**src/rtl/mem_dump_reader.sv**
```systemverilog
// mem_dump_reader
//   Streams a block of 32-bit words out of a synchronous data memory as a
//   little-endian byte stream over a valid/ready handshake.
//
//   Ports
//     clock_i       single clock, all state on the rising edge
//     reset_ni      asynchronous active-low reset
//     start_i       dump request, only looked at in IDLE
//     base_addr_i   first word address, latched on an accepted start
//     word_count_i  number of words to dump, latched on an accepted start
//     mem_rd_en_o   memory read strobe (one cycle per word)
//     mem_addr_o    memory word address
//     mem_rdata_i   memory read data, valid the cycle after mem_rd_en_o
//     tx_data_o     outgoing byte
//     tx_valid_o    tx_data_o holds a valid byte
//     tx_ready_i    sink accepts the byte this edge when tx_valid_o is high
//     tx_last_o     final byte of the dump
//     busy_o        a dump is in progress
//     done_o        one-cycle completion pulse
module mem_dump_reader #(
    parameter int ADDR_W = 8
) (
    input  logic              clock_i,
    input  logic              reset_ni,
    input  logic              start_i,
    input  logic [ADDR_W-1:0] base_addr_i,
    input  logic [ADDR_W:0]   word_count_i,
    output logic              mem_rd_en_o,
    output logic [ADDR_W-1:0] mem_addr_o,
    input  logic [31:0]       mem_rdata_i,
    output logic [7:0]        tx_data_o,
    output logic              tx_valid_o,
    input  logic              tx_ready_i,
    output logic              tx_last_o,
    output logic              busy_o,
    output logic              done_o
);

    typedef enum logic [2:0] {
        S_IDLE,
        S_READ,
        S_WAIT,
        S_SEND,
        S_DONE
    } state_t;

    localparam logic [ADDR_W-1:0] ADDR_ONE = 1;
    localparam logic [ADDR_W:0]   CNT_ONE  = 1;
    localparam logic [ADDR_W:0]   CNT_ZERO = '0;

    state_t            state_q, state_d;
    logic [ADDR_W-1:0] addr_q,  addr_d;
    logic [ADDR_W:0]   cnt_q,   cnt_d;    // words still to send, incl. current
    logic [1:0]        idx_q,   idx_d;    // byte lane within the current word
    logic [31:0]       word_q,  word_d;

    logic last_word;
    assign last_word = (cnt_q == CNT_ONE);

    always_ff @(posedge clock_i or negedge reset_ni) begin
        if (!reset_ni) begin
            state_q <= S_IDLE;
            addr_q  <= '0;
            cnt_q   <= '0;
            idx_q   <= '0;
            word_q  <= '0;
        end else begin
            state_q <= state_d;
            addr_q  <= addr_d;
            cnt_q   <= cnt_d;
            idx_q   <= idx_d;
            word_q  <= word_d;
        end
    end

    always_comb begin
        state_d     = state_q;
        addr_d      = addr_q;
        cnt_d       = cnt_q;
        idx_d       = idx_q;
        word_d      = word_q;
        mem_rd_en_o = 1'b0;
        tx_valid_o  = 1'b0;
        tx_data_o   = 8'h00;
        tx_last_o   = 1'b0;
        done_o      = 1'b0;

        unique case (state_q)
            S_IDLE: begin
                if (start_i) begin
                    if (word_count_i != CNT_ZERO) begin
                        addr_d  = base_addr_i;
                        cnt_d   = word_count_i;
                        state_d = S_READ;
                    end else begin
                        // Empty dump: report completion without touching memory.
                        state_d = S_DONE;
                    end
                end
            end

            S_READ: begin
                mem_rd_en_o = 1'b1;
                state_d     = S_WAIT;
            end

            S_WAIT: begin
                // Memory answers one cycle after the strobe.
                word_d  = mem_rdata_i;
                idx_d   = 2'd0;
                state_d = S_SEND;
            end

            S_SEND: begin
                // Outputs depend only on registered state, so they hold
                // steady across any number of stalled cycles.
                tx_valid_o = 1'b1;
                tx_data_o  = word_q[{idx_q, 3'b000} +: 8];
                tx_last_o  = (idx_q == 2'd3) && last_word;
                if (tx_ready_i) begin
                    if (idx_q == 2'd3) begin
                        cnt_d   = cnt_q - CNT_ONE;
                        addr_d  = addr_q + ADDR_ONE;   // wraps naturally
                        state_d = last_word ? S_DONE : S_READ;
                    end else begin
                        idx_d = idx_q + 2'd1;
                    end
                end
            end

            S_DONE: begin
                done_o  = 1'b1;
                state_d = S_IDLE;
            end

            default: state_d = S_IDLE;
        endcase
    end

    assign mem_addr_o = addr_q;
    // DONE reports completion with busy already dropped.
    assign busy_o     = (state_q != S_IDLE) && (state_q != S_DONE);

endmodule
```
**config.mk**
```make
export PLATFORM = sky130hd
export DESIGN_NAME = mem_dump_reader
export DESIGN_NICKNAME = d
export VERILOG_FILES = /design/src/rtl/mem_dump_reader.sv
export SDC_FILE = /design/constraint.sdc
export NUM_CORES = 1
export LEC_CHECK = 0
export CORE_ASPECT_RATIO = 1.4
export CORE_MARGIN = 1
export CORE_UTILIZATION = 49
export CTS_CLUSTER_SIZE = 10
export DETAILED_ROUTE_END_ITERATION = 8
export GPL_ROUTABILITY_DRIVEN = 1
export PLACE_DENSITY = 0.89
export SKIP_LAST_GASP = 1
export SLEW_MARGIN = 10
export SYNTH_ARGS = -nofsm -noshare
export SYNTH_HDL_FRONTEND = slang
export SYNTH_SLANG_ARGS = --single-unit
```
**constraint.sdc**
```tcl
create_clock -name clock_i -period 1.83 [get_ports clock_i]
set_input_delay 0.183 -clock clock_i [delete_from_list [all_inputs] [get_ports clock_i]]
set_output_delay 0.183 -clock clock_i [all_outputs]
set_load 0.02 [all_outputs]
```
==> qor.txt <==
Worst path required time -> 1.65 ns
DRT iter0 DRCs -> 276
Final Instance Count excl. Fillers -> 440
CP Buf/Inv Count -> 3
Final Setup Violations -> 10
I/O pin cnt -> 74
Static Leak -> 0.00184 µW
Via density -> 5.94
Fin Hold WS -> 0.389 ns
Gp weighted congestion -> 0.825
Reg2reg end -> cnt_q[1]
Met1 Usage GRT -> 29.5%
CP Max Fanout -> 6
Post-synth EDFFs -> 0
Clock Latency Late Sink -> 0.31 ns
Hpwl dp -> 5200 µm
Family with the most delay on the worst path -> multiplexers
Global-route wire length before repair -> 12,000 µm
Gr ovfl total -> 0
Num CTS Buffers -> 5
Nets -> 426
Register area share after synthesis -> 46.0%
GR Util met3 -> 5.49%
Row count -> 33
Min-delay worst type -> input pin to async pin
CP Data Arrival Time -> 1.75 ns
Final Hold Viols -> 0
Synthesis-to-layout area growth -> 48.6%
Worst path slowest cell -> mux4_2
CTS tree -> built
Average size of a mapped cell -> 11.8 µm²
Post-Route WL -> 7830 µm
Unrepaired setup endpoints after global routing -> yes
CP Launch Point -> idx_q[0]
Fill cell count -> 405
Syn Nets -> 305
MaxCap Viol Count -> 0
Reg2Reg Depth -> 8
Vias in the first global route -> 2,603
Wire per inst -> 17.8 µm
Clock Path Buffers -> 2
Dominant cell type by area after synthesis -> dfrtp_1
Cells after synthesis -> 248
Die X -> 67.4 µm
Final worst slack -> -0.101 ns
All-Layer GR Usage -> 25.6%
Routed Antenna Nets -> 0
Remaining DRCs -> 0
Largest net degree at the start of global routing -> 55
Synth Register Bits -> 54
WS Path Type -> register to primary output
Worst Clk Skew -> 0.00850 ns
Final core utilization -> 75.0%
Synth cell count leaders -> dfrtp_1 (54), mux2_2 (31), nor2_1 (14), a31oi_1 (10)
Status -> finished, violations left
Critical path depth -> 5
Mapped Area -> 2940 µm²
Actual slew at the worst max-slew pin -> 0.353 ns
Power Density -> 1730 nW/µm²
Grt met2 use -> 44.9%
Fmax achieved -> 518 MHz
Top FF cell, synth -> dfrtp_1
Initial core utilization -> 50.5%
Worst-path cell chain -> buf_12 -> buf_4 -> mux4_2 -> and2_4 -> buf_6
Failing checks -> negative setup slack
Layout cell share with drive strength beyond 1 -> 38.1%
Most common cell in the netlist -> dfrtp_1
Area share of the largest cell type after synthesis -> 46.0%
R2r setup slk -> -0.07 ns
Die Ht -> 93.6 µm
Max_slew headroom -> 76.2%
Total clock sinks -> 54
Worst setup SP type -> register
CP max stage delay -> 0.50 ns
Placed insts -> 415
Crit share post-route -> 106%
Critical Path End Type -> primary output
Vias -> 2,613
Ys async rst share -> 100%
# port buffers -> 73
Setup TNS -> -0.610 ns
Clk pin slew, worst setup/hold paths -> 0.10 ns
Global routing's busiest layer -> met2
Initial antenna violation count -> 0
1st-pass router iterations -> 4
Max Transition Viols Final -> 0
Die Footprint -> 6310 µm²
Peak supply drop -> 1.23 mV
Cell variety after synth -> 53
# diodes -> 0
Root Driver -> clkbuf_8
YS warnings -> 0
H-tree depth -> 2
Core ar. -> 5820 µm²
Worst reg2reg startpoint -> idx_q[0]
Final min period -> 1.93 ns
Leading post-synthesis cells by cell area -> dfrtp_1 (46%), mux2_2 (12%), mux4_2 (6.1%), a31oi_1 (2.1%), and2_1 (1.9%)
[kinds of logic after synthesis]
kind of cell               after synthesis  synth area share (%)
and+or+nand+nor                         69                  15.2
AOI/OAI and AO/OA                       58                  13.8
DFF                                     54                  46.0
muxes                                   43                  19.6
buffers and inverters                   20                  3.66
adders and majority gates                4                  1.70
[tightest hold or removal path: stages]
cell           delay, ns
dlygate4sd3_1       0.51
buf_2               0.12
buf_12              0.28
[registers in the layout, indices dropped and copies added, names as in the netlist]
| name | flops |
|---|---|
| cnt_q | 9 |
| idx_q | 2 |
| mem_addr_o | 8 |
| state_q | 3 |
| word_q | 32 |
[stage by stage]
| stage | setup WS [ns] | power (µW) | cell area, µm² |
|---|---|---|---|
| after global routing | -0.156 | 8010 | 4360 |
| after detailed placement | -0.0915 | 6090 | 4010 |
| after global placement | -0.0752 | 5950 | 4010 |
| after CTS | -0.166 | 7040 | 4210 |
| after floorplan | 0.165 | 4530 | 2940 |
| final | -0.101 | 7550 | 4360 |
[timing repair]
| item | 4_1_cts | 5_1_grt |
|---|---|---|
| setup endpoints to repair | 14 | 27 |
| gates cloned | 0 | 1 |
| hold buffers | 1 | 0 |
| pin swaps | 4 | 8 |
| buffers inserted | 12 | 4 |
| resized for setup | 47 | 36 |
| hold endpoints to repair | 54 | 0 |
[worst max-delay path by stage]
stage	end	slack, ns
2_1_floorplan	cnt_q[1]	0.17
3_3_place_gp	tx_last_o	-0.08
3_5_place_dp	tx_data_o[4]	-0.09
4_1_cts	tx_data_o[4]	-0.17
5_1_grt	tx_data_o[6]	-0.16
6_report	tx_data_o[6]	-0.10
[per-layer routing]
layer / vias to the layer above / routed length, µm
li1: 1187 / -
met1: 1272 / 3010
met2: 127 / 4110
met3: 27 / 507
met4: 0 / 208
met5: - / 0
[where the power goes]
group	total [µW]	switching [µW]	internal [µW]
registers	2250	473	1780
logic	4490	1940	2560
clock network	809	402	407
total	7550	2810	4740
[cells in the final DEF (no fill, tap or decap), drive strengths merged, types with 4 or more instances in the layout]
cell type,n
inv,5
dfrtp,54
nor2,15
clkbuf,6
o21ai,12
nand2,10
mux2,34
nand3,6
nor4,7
a21oi,10
a31oi,10
o31ai,7
buf,64
mux4,8
clkdlybuf4s50,59
and2,9
ha,4
[layout make-up]
cell class                      count  area, µm²  share of cell area [%]
Clock buffer                        5       68.8                    1.58
Timing Repair Buffer              128       1210                    27.8
Inverter                            5       18.8                   0.430
Sequential cell                    54       1350                    31.0
Clock inverter                      3       45.0                    1.03
Multi-Input combinational cell    175       1580                    36.2
Tap cell                           70       87.6                    2.01
Note: power is estimated with default switching activity, not from simulation.
